### config.mk
export PLATFORM = sky130hd
export DESIGN_NAME = univ_shift_reg
export DESIGN_NICKNAME = d
export VERILOG_FILES = /design/src/rtl/univ_shift_reg_pkg.sv /design/src/rtl/univ_shift_reg_shift_unit.sv /design/src/rtl/univ_shift_reg.sv
export SDC_FILE = /design/constraint.sdc
export NUM_CORES = 1
export LEC_CHECK = 0
export BUFFER_PORTS_ARGS = -buffer_cell sky130_fd_sc_hd__buf_2
export CAP_MARGIN = 15
export CORE_ASPECT_RATIO = 1.25
export CORE_MARGIN = 5
export CORE_UTILIZATION = 55
export DETAILED_ROUTE_END_ITERATION = 12
export PLACE_DENSITY = 0.84
export SLEW_MARGIN = 20
export SYNTH_ARGS = -nofsm -noshare
export SYNTH_HDL_FRONTEND = slang
export SYNTH_SLANG_ARGS = --single-unit
export TNS_END_PERCENT = 50
### constraint.sdc
create_clock -name clk -period 4 [get_ports clk]
set_input_delay 0 -clock clk [delete_from_list [all_inputs] [get_ports clk]]
set_output_delay 0 -clock clk [all_outputs]
set_load 0.01 [all_outputs]
### src/rtl/univ_shift_reg_pkg.sv
// univ_shift_pkg: mode encodings, FSM state encoding and shift-mode helper for univ_shift_reg
package univ_shift_pkg;
   localparam logic [2:0] MODE_HOLD  = 3'b000;
   localparam logic [2:0] MODE_SHL   = 3'b001;
   localparam logic [2:0] MODE_SHR   = 3'b010;
   localparam logic [2:0] MODE_ROTL  = 3'b011;
   localparam logic [2:0] MODE_ROTR  = 3'b100;
   localparam logic [2:0] MODE_ASR   = 3'b101;
   localparam logic [2:0] MODE_LOAD  = 3'b110;
   localparam logic [2:0] MODE_CLEAR = 3'b111;
   localparam logic [0:0] ST_IDLE = 1'b0;
   localparam logic [0:0] ST_BUSY = 1'b1;
   function automatic logic is_shift(input logic [2:0] m);
      return (m >= MODE_SHL) && (m <= MODE_ASR);
   endfunction
endpackage

### src/rtl/univ_shift_reg_shift_unit.sv
// shift_unit: combinational next-value for the register
//   q, op, sin_l, sin_r, d_par in; next_q out
module shift_unit
   import univ_shift_pkg::*;
#(
   parameter int WIDTH = 8
) (
   input  logic [WIDTH-1:0] q,
   input  logic [2:0]       op,
   input  logic             sin_l,
   input  logic             sin_r,
   input  logic [WIDTH-1:0] d_par,
   output logic [WIDTH-1:0] next_q
);
   always_comb begin
      next_q = q;
      case (op)
         MODE_SHL:   next_q = {q[WIDTH-2:0], sin_r};
         MODE_SHR:   next_q = {sin_l, q[WIDTH-1:1]};
         MODE_ROTL:  next_q = {q[WIDTH-2:0], q[WIDTH-1]};
         MODE_ROTR:  next_q = {q[0], q[WIDTH-1:1]};
         MODE_ASR:   next_q = {q[WIDTH-1], q[WIDTH-1:1]};
         MODE_LOAD:  next_q = d_par;
         MODE_CLEAR: next_q = '0;
         default:    next_q = q;
      endcase
   end
endmodule

### src/rtl/univ_shift_reg.sv
// univ_shift_reg: universal shift register with counted burst mode
//   clk, rst (async active-low), en, mode, d_par, sin_r, sin_l, start, nbits, abort in
//   q, sout_l, sout_r, busy, done out
module univ_shift_reg
   import univ_shift_pkg::*;
#(
   parameter int WIDTH = 8,
   localparam int CNT_W = $clog2(WIDTH + 1)
) (
   input  logic             clk,
   input  logic             rst,
   input  logic             en,
   input  logic [2:0]       mode,
   input  logic [WIDTH-1:0] d_par,
   input  logic             sin_r,
   input  logic             sin_l,
   input  logic             start,
   input  logic [CNT_W-1:0] nbits,
   input  logic             abort,
   output logic [WIDTH-1:0] q,
   output logic             sout_l,
   output logic             sout_r,
   output logic             busy,
   output logic             done
);
   logic [0:0]       state;
   logic [CNT_W-1:0] cnt;
   logic [2:0]       lmode;
   logic [2:0]       op;
   logic [WIDTH-1:0] next_q;
   logic             go;
   // during a burst the latched mode drives the shifter, live mode is ignored
   assign op     = (state == ST_BUSY) ? lmode : mode;
   assign go     = start && is_shift(mode) && (nbits != '0);
   assign busy   = (state == ST_BUSY);
   assign sout_l = q[WIDTH-1];
   assign sout_r = q[0];
   shift_unit #(.WIDTH(WIDTH)) u_shift (
      .q(q), .op(op), .sin_l(sin_l), .sin_r(sin_r), .d_par(d_par), .next_q(next_q)
   );
   always_ff @(posedge clk or negedge rst) begin
      if (!rst) begin
         q     <= '0;
         state <= ST_IDLE;
         cnt   <= '0;
         lmode <= MODE_HOLD;
         done  <= 1'b0;
      end else begin
         done <= 1'b0;
         // abort wins over en and skips the shift on its edge
         if (state == ST_BUSY && abort) begin
            state <= ST_IDLE;
            cnt   <= '0;
         end else if (en) begin
            q <= next_q;
            if (state == ST_IDLE) begin
               if (go) begin
                  lmode <= mode;
                  if (nbits == CNT_W'(1))
                     done <= 1'b1;
                  else begin
                     cnt   <= nbits - CNT_W'(1);
                     state <= ST_BUSY;
                  end
               end
            end else begin
               cnt <= cnt - CNT_W'(1);
               if (cnt == CNT_W'(1)) begin
                  done  <= 1'b1;
                  state <= ST_IDLE;
               end
            end
         end
      end
   end
endmodule
Yosys cells after proc, flatten, opt, wreduce, memory -nomap -nowiden
Cells that the tools add are included.
{"block": "totals", "regBits": 17, "input_bits": 22, "output_inout_bits": 12, "wordCells": 55}
{"block": "classes", "n_addsub": 2, "order_cmp": 2, "eq_ne": 10, "n_mux": 19, "bitwise_logic": 3, "reduce_logical": 13}
{"op": "one-hot mux 8 bit (7 select lines)", "count": 1}
{"op": "two-way mux 4 bit", "count": 5}
{"op": "== test 3 bit, second input constant", "count": 4}
{"op": "two-way mux 1 bit", "count": 12}
{"op": "== test 4 x 1 -> 1 bit, second input constant", "count": 2}
{"op": "AND reduction 4 bit", "count": 2}
{"op": "subtractor 4 x 1 -> 4 bit, second input constant", "count": 2}
{"op": "nonzero test 7 bit", "count": 1}
{"op": "== test 3 x 2 -> 1 bit, second input constant", "count": 2}
{"op": "AND reduction 3 bit", "count": 2}
{"op": "nonzero test 6 bit", "count": 1}
{"op": "logical AND 1 bit", "count": 4}
{"op": "nonzero test 4 bit", "count": 1}
{"op": "== test 3 x 1 -> 1 bit, second input constant", "count": 1}
{"op": ">= comparator 3 x 1 -> 1 bit, second input constant", "count": 1}
{"op": "less-or-equal comparator 3 bit, second input constant", "count": 1}
{"op": "two-way mux 3 bit", "count": 1}
{"op": "inequality test 3 bit, second input constant", "count": 1}
{"op": "inverter 1 bit", "count": 3}
{"op": "nonzero test 3 bit", "count": 1}
{"op": "nonzero test 2 bit", "count": 1}

Depth between registers and ports, before layout
Gate-level depths: netlist (run 1).
{"block": "logic_depth", "ltp_word": 8, "depth_mapped": 6, "mapped_depth_nobuf": 6}

By module
From an unflattened synthesis (run 1), not the netlist that was laid out.
{"block": "hier_totals", "cells_unflattened": 142, "hier_area_um2": 1390.1}
{"mod": "univ_shift_reg", "instances": 1, "cells_each": 89, "area_each_um2": 983.4, "seq_area_each_um2": 425.4}
{"mod": "shift_unit", "instances": 1, "cells_each": 53, "area_each_um2": 406.6, "seq_area_each_um2": 0.0}

Worst setup path before layout (run 1)
OpenSTA, ideal clock, no wires.
{"block": "synth_timing", "path_type": "reg-to-reg", "from": "register state (netlist: busy)", "to": "register q[7]", "setup_ns": 0.141, "arrival_time_ns": 1.539, "slack_ns": 2.321, "stages_incl_launch_ff": 7, "path_buffers": 2, "cell_sequence": "dfrtp_1 buf_6 mux2_4 o31a_1 buf_2 o221ai_2 a31oi_1"}
{"block": "synth_between", "elab_chain_cells": 4, "word_cells_on_any_way": 14}
{"item": "start, declared", "line": "univ_shift_reg.sv:26", "source": "logic [0:0] state;"}
{"item": "start signal, assigned", "line": "univ_shift_reg.sv:44", "source": "state <= ST_IDLE;"}
{"item": "start signal, assigned", "line": "univ_shift_reg.sv:52", "source": "state <= ST_IDLE;"}
{"item": "start signal, assigned", "line": "univ_shift_reg.sv:63", "source": "state <= ST_BUSY;"}
{"item": "two-way mux 3 bit", "line": "univ_shift_reg.sv:33", "source": "assign op = (state == ST_BUSY) ? lmode : mode;"}
{"item": "== test 3 x 1 -> 1 bit, or another cell as far along", "line": "univ_shift_reg_shift_unit.sv:17", "source": "case (op)"}
{"item": "nonzero test 6 bit (no line) / inverter 1 bit (equally long branches)"}
{"item": "AND reduction 4 bit (no line)"}
{"item": "end signal, assigned", "line": "univ_shift_reg.sv:55", "source": "q <= next_q;"}
{"item": "end, declared", "line": "univ_shift_reg.sv:20", "source": "output logic [WIDTH-1:0] q,"}
Several ways; a longest one is shown, not always the timed one.
A chain may end at the register's enable or synchronous reset.

Worst setup path after layout (run 1)
Same ends and word-level chain as after synthesis.

==> metrics.csv, run 1 <==
stage,metric,value,unit
yosys,top_reg_cell synth,dfrtp_1,
floorplanning,Rows,19,
worst_hold_path,worst hold path class,input port to register,
floorplanning,DIE HEIGHT,64.8,µm
grt,M3 GR Usage,0.0252,
setup_path,reg2reg end,q[7]$_DFFE_PN0P_,
grt,global route overflow,0,
setup_path,CP required,4.18,ns
yosys,Ys Warns,0,
drt,DRT Pass-1 Iters,4,
grt,met1 usage,0.230,
floorplanning,I/O pins,34,
yosys,most frequent cell after synthesis,dfrtp_1,
power,pwr dens,447,mW/mm²
yosys,post-synth cell types,45,
floorplanning,Core ar.,0.00226,mm²
yosys,count of state elements after synthesis,17,
cts,CTS max path bufs,2,
layout,Antenna diodes,0,
layout,Layout Nets,200,
sta,Setup-failing EPs final,0,
grt,vias in the first global route,1167,
cts,clock sink count,17,
status,status,"complete, no violations",
cts,H-tree depth,1,
grt,met2 Track Usage GR,0.338,
drt,DR WL/cell,14.7,µm
sta,Final Cycle Share,0.523,
layout,share of post-route cells with drive strength above 1,0.306,
yosys,mapped cell area,0.00132,mm²
floorplanning,Initial Util,0.585,
yosys,most frequent cells after synthesis,"17 x dfrtp_1, 14 x nand2_1, 13 x a21oi_1, 11 x nor2_1, 8 x a31oi_1",
setup_path,CP Class,register to register,
cts,CTS tree,built,
yosys,share of the synthesized area in the top cell type,0.322,
grt,total track usage,0.194,
cts,Resized Gates After CTS,0,
setup_path,crit path launch type,register,
worst_hold_path,hold depth,2,
grt,largest net degree at the start of global routing,18,
cts,"Setup Fix Bufs, Post-CTS",0,
run,Max Cap Viol,0,
power,total power,0.675,mW
placement,routability cong.,0.861,
sta,Max Clock Skew,0.0117,ns
sta,fin crit period,2.09,ns
drt,vias per cell,5.68,
yosys,Mapped Cells,142,
sta,final slew viol count,0,
yosys,post-synth top area cell,dfrtp_1,
drt,DRC,0,
setup_path,nature of the critical path endpoint,register,
setup_path,CP Max Fanout,14,
placement,HPWL after detailed placement,2.30,mm
sta,"Hold Violations, Final",0,
yosys,"Net Count, Synth",168,
setup_path,CP arrival,2.27,ns
floorplanning,Die W,53.8,µm
yosys,sequential-to-total area share from yosys stat,0.322,
sta,max_slew headroom,0.583,
layout,FILL cells,181,
sta,final hold slack,0.00754,ns
cts,Worst-Skew Late Latency,0.29,ns
yosys,ys async rst share,1.00,
yosys,Post-synth EDFFs,0,
setup_path,crit path to,q[7]$_DFFE_PN0P_,
placement,PortBufs,33,
drt,initial drt markers,27,
layout,Layout Utilization,0.669,
cts,"Reg clk slew, reported paths",0.11,ns
drt,Detail Route Antenna Nets,0,
yosys,Syn Area/Cell,9.30,µm²
drt,vias,1158,
power,Pleak,0.689,nW
grt,first-pass GRT wire length,5.11,mm
floorplanning,die area,0.00349,mm²
setup_path,Worst R2R Path Depth,4,
grt,initial antenna violation count,0,
sta,Worst-Margin Slew,0.624,ns
setup_path,reg2reg start,busy$_DFFE_PN0P_,
cts,clock root cell,clkbuf_4,
power,VDD IR-drop max,0.000245,V
layout,P&R area growth vs syn,14.3,%
yosys,ranking of synthesized cells by area,"dfrtp_1 32%, a21oi_1 4.9%, mux2_4 4.5%, nand2_1 4.0%, a31oi_1 3.8%",
setup_path,Crit. Startpoint,busy$_DFFE_PN0P_,
cts,TritonCTS buffer count,3,
drt,final wirelength,3.00,mm
grt,most used routing layer,met2,
sta,FMAX,0.478,GHz
setup_path,worst reg-to-reg setup slack,1.91,ns
sta,RSZ-0062 raised after global routing,no,
sta,final setup TNS,0,ns
[area by class of cell]
class                      count  area (µm²)  area share
clock buffer                   4        26.3      0.0174
inverter                       6        22.5      0.0149
multi-input combinational    112         822       0.544
sequential                    17         425       0.282
tap                           31        38.8      0.0257
timing repair buffer          34         175       0.116
[registers in the layout, summed over array words and instances (netlist names)]
register / flops
busy: 1
q: 8
cnt: 4
done: 1
lmode: 3
[cells in the final DEF, fill, tap and decap left out, drive strengths merged, types with 2 or more instances in the layout]
cell    netlist  routed
clkbuf        1       4
mux2i         6       6
buf           6      33
a31oi         8       8
nor2         12      12
o22ai         2       2
a221o         3       3
nand2        15      15
nand2b        2       2
nor3b         2       2
dfrtp        17      17
mux2          7       7
nor3          7       7
a21oi        13      13
ha            4       4
xor2          2       2
inv           6       6
o21ai         7       7
a21o          6       6
nor4          2       2
or3           2       2
[metal layers]
layer  wire length [µm]  part of all wire  vias up
met5                  0                 0        -
met1               1270              0.42      545
li1                   -                 -      584
met2               1540              0.51       23
met4                 61             0.020        0
met3                126             0.042        6
[logic make-up after synthesis]
| group | share of synthesized area |
|---|---|
| adder cells (fa/ha/maj) | 0.0379 |
| XOR/XNOR | 0.0133 |
| flip-flops | 0.322 |
| AO/OA/AOI/OAI | 0.225 |
| buffers and inverters | 0.0559 |
| multiplexers | 0.126 |
| AND/OR/NAND/NOR | 0.220 |
[what timing repair did]
item / CTS / global route
endpoints found under the hold margin: 17 / 0
setup endpoints to repair: 0 / 0
hold buffers: 1 / 0
[report_power, final]
group	leakage (nW)	switching (mW)	total [mW]	internal, mW
logic	0.468	0.151	0.296	0.144
clock network	0.0150	0.0533	0.0920	0.0387
registers	0.206	0.0630	0.287	0.224
total	0.689	0.268	0.675	0.407
[worst max-delay path, stage by stage (launching register included)]
cell	delay (ns)
dfrtp_1	0.71
mux2_2	0.54
o31a_1	0.46
o221ai_2	0.21
a31oi_1	0.05
[metrics by stage]
stage               worst slack [ns]  std cells  area (µm²)
detailed placement              1.94        199        1470
finish                          1.91        204        1510
global placement                2.00        199        1470
floorplan                       2.32        142        1320
global route                    1.83        204        1510
CTS                             1.92        204        1510
[worst min-delay path by stage]
stage | startpoint | end | slack, ns
2_1_floorplan | rst | busy$_DFFE_PN0P_ | -0.30
3_3_place_gp | rst | lmode[2]$_DFFE_PN0P_ | -0.05
3_5_place_dp | rst | lmode[2]$_DFFE_PN0P_ | -0.04
4_1_cts | mode[2] | lmode[2]$_DFFE_PN0P_ | 0.003
5_1_grt | mode[2] | lmode[2]$_DFFE_PN0P_ | 0.003
6_report | mode[2] | lmode[2]$_DFFE_PN0P_ | 0.008
No activity file was read; power rests on OpenSTA's default activity.
==> run 2, diff against run 1 <==
--- a/config.mk
+++ b/config.mk
@@ -9,9 +9,9 @@
 export CAP_MARGIN = 15
 export CORE_ASPECT_RATIO = 1.25
 export CORE_MARGIN = 5
-export CORE_UTILIZATION = 55
+export CORE_UTILIZATION = 47
 export DETAILED_ROUTE_END_ITERATION = 12
-export PLACE_DENSITY = 0.84
+export PLACE_DENSITY = 0.77
 export SLEW_MARGIN = 20
 export SYNTH_ARGS = -nofsm -noshare
 export SYNTH_HDL_FRONTEND = slang
==> constraint.sdc (replaced) <==
create_clock -name clk -period 1.9 [get_ports clk]
set_input_delay 0 -clock clk [delete_from_list [all_inputs] [get_ports clk]]
set_output_delay 0 -clock clk [all_outputs]
set_load 0.01 [all_outputs]
==> run 2 against run 1 <==
Compared with the run above:
- flip-flop and latch count unchanged
- sequential power grew 110%
- first-iteration DRC count increased by 52%
- final cell count is 3.4% higher
- worst hold slack improved by 0.015 ns
- clock skew down 0.0099 ns
- worst setup slack lost 1.8 ns
- highest routed layer unchanged
==> metrics.csv, run 2 (synthesis gave the netlist of run 1 again) <==
stage,metric,value,unit
drt,final wirelength,3.09,mm
power,Pleak,0.712,nW
drt,met3 routed WL,169,µm
floorplanning,DIE HEIGHT,69.3,µm
sta,RSZ-0062 raised after global routing,no,
cts,CTS max path bufs,2,
run,Max Cap Viol,0,
layout,max reg flops,8,
status,status,"complete, no violations",
setup_path,reg2reg start,busy$_DFFE_PN0P_,
setup_path,CP required,2.12,ns
cts,clock sink count,17,
grt,initial antenna violation count,0,
worst_hold_path,hold depth,3,
setup_path,Max stage delay on crit path,0.49,ns
cts,clock root cell,clkbuf_4,
drt,DRC,0,
sta,max_slew headroom,0.593,
setup_path,CP arrival,1.98,ns
layout,final std cells w/o fill,211,
setup_path,CP Max Fanout,10,
placement,Placed Cells incl. Taps,206,
floorplanning,Die W,57.4,µm
floorplanning,I/O pins,34,
drt,routed length on met1,1.25,mm
grt,vias in the first global route,1220,
layout,P&R area growth vs syn,17.0,%
setup_path,nature of the critical path endpoint,register,
floorplanning,die area,0.00398,mm²
sta,"Hold Violations, Final",0,
drt,Detail Route Antenna Nets,0,
layout,Layout Nets,204,
placement,HPWL after detailed placement,2.42,mm
cts,"Reg clk slew, reported paths",0.11,ns
drt,DR WL/cell,14.6,µm
setup_path,Worst Path Buf+Inv,0,
power,pwr dens,935,mW/mm²
setup_path,worst reg-to-reg setup slack,0.13,ns
grt,first-pass GRT wire length,5.41,mm
layout,Reg with most FFs,q,
cts,H-tree depth,1,
drt,top sig layer,met4,
setup_path,CP max-delay cell,dfrtp_1,
floorplanning,Rows,21,
placement,PortBufs,33,
drt,WL met2,1.63,mm
grt,largest net degree at the start of global routing,18,
layout,share of post-route cells with drive strength above 1,0.333,
sta,Max Clock Skew,0.00186,ns
sta,FMAX,0.566,GHz
sta,Setup-failing EPs final,0,
cts,Worst-Skew Late Latency,0.29,ns
floorplanning,Core ar.,0.00268,mm²
layout,Antenna diodes,0,
layout,biggest regs,"q x8, cnt x4, lmode x3",
layout,"most common cell after layout, fill and taps aside",buf_2,
sta,Final Cycle Share,0.930,
cts,CTS tree,built,
layout,FILL cells,253,
worst_hold_path,Worst Hold Endpoint,q[3]$_DFFE_PN0P_,
sta,final setup TNS,0,ns
layout,most frequent cells in the layout,"33 x buf_2, 17 x dfrtp_1, 14 x nand2_1",
power,VDD IR-drop max,0.000603,V
worst_hold_path,hold_sp,d_par[3],
setup_path,family with the most delay on the worst path,multiplexers,
setup_path,CP Class,register to register,
sta,fin crit period,1.77,ns
drt,vias,1198,
grt,total track usage,0.166,
placement,routability cong.,0.945,
drt,vias per cell,5.68,
worst_hold_path,worst hold path class,input port to register,
setup_path,crit-path cells,mux2_2 -> o31a_2 -> mux2i_1 -> a31oi_1,
cts,TritonCTS buffer count,3,
grt,global route overflow,0,
drt,initial drt markers,41,
setup_path,crit path launch type,register,
sta,final slew viol count,0,
setup_path,Worst R2R Path Depth,4,
drt,DRT Pass-1 Iters,4,
setup_path,reg2reg end,q[0]$_DFFE_PN0P_,
sta,Worst-Margin Slew,0.610,ns
floorplanning,Initial Util,0.493,
[run 2: cell types whose count changed in the layout (fill, tap and decap cells not counted)]
| cell | previous run | this run |
|---|---|---|
| o31a_2 | 0 | 1 |
| clkbuf_1 | 1 | 0 |
| o31a_1 | 1 | 0 |
| clkinv_2 | 0 | 1 |
| buf_4 | 0 | 4 |
[run 2: worst max-delay path by stage]
stage | slack, ns | to | startpoint | cells past startpoint
2_1_floorplan | 0.22 | q[7]$_DFFE_PN0P_ | busy$_DFFE_PN0P_ | 6
3_3_place_gp | 0.19 | q[0]$_DFFE_PN0P_ | busy$_DFFE_PN0P_ | 5
3_5_place_dp | 0.13 | q[0]$_DFFE_PN0P_ | busy$_DFFE_PN0P_ | 4
4_1_cts | 0.09 | q[0]$_DFFE_PN0P_ | busy$_DFFE_PN0P_ | 4
5_1_grt | 0.06 | q[0]$_DFFE_PN0P_ | busy$_DFFE_PN0P_ | 5
6_report | 0.13 | q[0]$_DFFE_PN0P_ | busy$_DFFE_PN0P_ | 4
[run 2: power by group]
part	total, mW	internal [mW]	switching, mW
clock	0.197	0.0781	0.119
combinational	0.649	0.318	0.330
sequential	0.600	0.471	0.129
[run 2: through the flow]
step | setup slack (ns) | cell area [µm²] | util | power (mW) | hold WS (ns)
after floorplan | 0.221 | 1320 | - | 1.06 | -0.296
after global placement | 0.190 | 1510 | 0.563 | 1.23 | -0.0485
after detailed placement | 0.125 | 1510 | 0.563 | 1.26 | -0.0494
after CTS | 0.0901 | 1550 | 0.577 | 1.46 | 0.0144
after global routing | 0.0637 | 1550 | 0.577 | 1.58 | 0.0103
final | 0.133 | 1550 | 0.577 | 1.45 | 0.0221
[run 2: repair_timing]
action / 4_1_cts / 5_1_grt
endpoints found under the hold margin: 17 / 0
hold buffers: 1 / 0
setup buffers: 0 / 0
endpoints found under the setup margin: 0 / 1
resized for setup: 0 / 1
[run 2: worst reg2reg max path, delay by kind of cell, from the launching register on]
kind	cells	cell delay, ns
compound gates	2	0.59
flops	1	0.49
mux	2	0.61
[run 2: per-layer routing]
metal,vias to the layer above,track usage
li1,589,-
met1,574,0.198
met2,31,0.289
met3,4,0.0335
met4,0,0.0567
met5,-,0
[run 2: area by class of cell]
cell class                 count  area, µm²  area share
clock buffer                   3       22.5      0.0146
clock inverter                 1       5.00     0.00324
inverter                       6       22.5      0.0146
multi-input combinational    112        823       0.532
sequential                    17        425       0.275
tap                           34       42.5      0.0275
timing repair buffer          38        205       0.133
==> run 3, diff against run 2 <==
--- a/config.mk
+++ b/config.mk
@@ -12,6 +12,7 @@
 export CORE_UTILIZATION = 47
 export DETAILED_ROUTE_END_ITERATION = 12
 export PLACE_DENSITY = 0.77
+export SETUP_SLACK_MARGIN = 0.5
 export SLEW_MARGIN = 20
 export SYNTH_ARGS = -nofsm -noshare
 export SYNTH_HDL_FRONTEND = slang
==> run 3 against run 2 <==
Compared with the run above:
- critical path depth is the same
- die area is the same
- clock skew is essentially flat
- sequential share of layout area shrank 2.7 points
- wire length grew 19%
- register-to-register slack gained 0.12 ns
- sequential power grew 2%
- critical path type unchanged
- critical endpoint is now lmode[0]$_DFFE_PN0P_
==> metrics.csv, run 3 (synthesis gave the netlist of run 1 again) <==
stage,metric,value,unit
drt,DRC,0,
setup_path,CP Max Fanout,6,
layout,Layout Utilization,0.643,
cts,"Reg clk slew, reported paths",0.11,ns
sta,Worst-Margin Slew,0.605,ns
drt,vias,1295,
drt,vias per cell,5.81,
grt,first-pass GRT wire length,5.71,mm
setup_path,Crit. Startpoint,busy$_DFFE_PN0P_,
grt,global route overflow,0,
grt,total track usage,0.175,
drt,DR WL/cell,16.5,µm
drt,initial drt markers,50,
sta,Setup-failing EPs final,0,
setup_path,CP arrival,1.83,ns
floorplanning,I/O pins,34,
sta,max_slew headroom,0.596,
cts,CTS max path bufs,2,
layout,"most common cell after layout, fill and taps aside",buf_2,
cts,clock sink count,17,
setup_path,nature of the critical path endpoint,register,
setup_path,reg2reg start,busy$_DFFE_PN0P_,
setup_path,CP required,2.09,ns
grt,initial antenna violation count,0,
floorplanning,Core ar.,0.00268,mm²
grt,most used routing layer,met2,
sta,final slew viol count,0,
layout,biggest regs,"q x8, cnt x4, lmode x3",
power,VDD IR-drop max,0.000518,V
power,Pleak,0.801,nW
sta,FMAX,0.608,GHz
floorplanning,Initial Util,0.493,
floorplanning,Rows,21,
layout,share of post-route cells with drive strength above 1,0.418,
grt,met2 Track Usage GR,0.319,
sta,fin crit period,1.64,ns
layout,Layout Nets,216,
sta,final setup TNS,0,ns
layout,Reg with most FFs,q,
grt,met1 usage,0.194,
sta,Max Clock Skew,0.00140,ns
power,pwr dens,920,mW/mm²
power,total power,1.59,mW
cts,H-tree depth,1,
layout,Multi-input gate area,896,µm²
grt,M3 GR Usage,0.0279,
layout,Antenna diodes,0,
run,Max Cap Viol,0,
sta,"Hold Violations, Final",0,
status,status,"complete, no violations",
floorplanning,DIE HEIGHT,69.3,µm
layout,FILL cells,237,
setup_path,CP Class,register to register,
drt,Detail Route Antenna Nets,0,
cts,TritonCTS buffer count,3,
drt,final wirelength,3.67,mm
layout,P&R area growth vs syn,30.4,%
floorplanning,die area,0.00398,mm²
cts,CTS tree,built,
layout,max reg flops,8,
grt,largest net degree at the start of global routing,18,
drt,DRT Pass-1 Iters,4,
sta,RSZ-0062 raised after global routing,yes,
placement,HPWL after detailed placement,2.51,mm
worst_hold_path,worst hold path class,input port to register,
sta,Final Cycle Share,0.865,
floorplanning,Die W,57.4,µm
layout,sequential cell area,427,µm²
layout,most frequent cells in the layout,"33 x buf_2, 16 x dfrtp_1, 13 x nand2_1",
placement,PortBufs,33,
cts,Worst-Skew Late Latency,0.29,ns
setup_path,crit path launch type,register,
grt,vias in the first global route,1308,
cts,clock root cell,clkbuf_4,
worst_hold_path,hold_sp,d_par[5],
placement,routability cong.,0.841,
-- run 3: worst paths after layout --
path,endpoint,slack [ns],cells past startpoint
max in group asynchronous,busy$_DFFE_PN0P_,1.44,2
max,lmode[0]$_DFFE_PN0P_,0.26,4
min,q[5]$_DFFE_PN0P_,0.02,3
min in group asynchronous,lmode[1]$_DFFE_PN0P_,0.16,2
max reg2reg,lmode[0]$_DFFE_PN0P_,0.26,4
min reg2reg,cnt[1]$_DFFE_PN0P_,0.56,1
-- run 3: final cells by class --
class	instances	share of cell area
Clock buffer	3	0.0131
Timing Repair Buffer	49	0.179
Clock inverter	1	0.00290
Sequential cell	17	0.248
Tap cell	34	0.0247
Multi-Input combinational cell	113	0.520
Inverter	6	0.0131
-- run 3: timing repair --
item | in CTS | in global routing
endpoints found under the setup margin | 15 | 16
gates cloned | 0 | 1
hold buffers | 1 | 0
pin swaps | 10 | 5
endpoints found under the hold margin | 17 | 0
setup buffers | 5 | 6
gates resized for setup | 8 | 9
-- run 3: routing by layer --
metal  vias up  share of wire
met5         -              0
met4         0          0.013
met3         6          0.054
met2        55           0.55
met1       617           0.38
li1        617              -
-- run 3: report_power, final --
part	switching (mW)	internal, mW	total [mW]	leakage (nW)
clock network	0.126	0.0783	0.205	0.0177
registers	0.142	0.472	0.613	0.204
logic	0.377	0.390	0.767	0.579
-- run 3: critical path: stages (launching register included) --
cell,delay [ns]
dfrtp_2,0.48
buf_6,0.14
nand2b_4,0.13
or4_4,0.48
mux2_4,0.32
-- run 3: metrics by stage --
| stage | instance area, µm² | hold slack [ns] | cells | worst slack (ns) |
|---|---|---|---|---|
| after floorplan | 1330 | -0.296 | 142 | 0.271 |
| after global placement | 1510 | -0.0497 | 206 | 0.201 |
| after detailed placement | 1510 | -0.0490 | 206 | 0.145 |
| after CTS | 1620 | 0.00969 | 216 | 0.218 |
| after global routing | 1720 | 0.0147 | 223 | 0.222 |
| final | 1720 | 0.0202 | 223 | 0.256 |
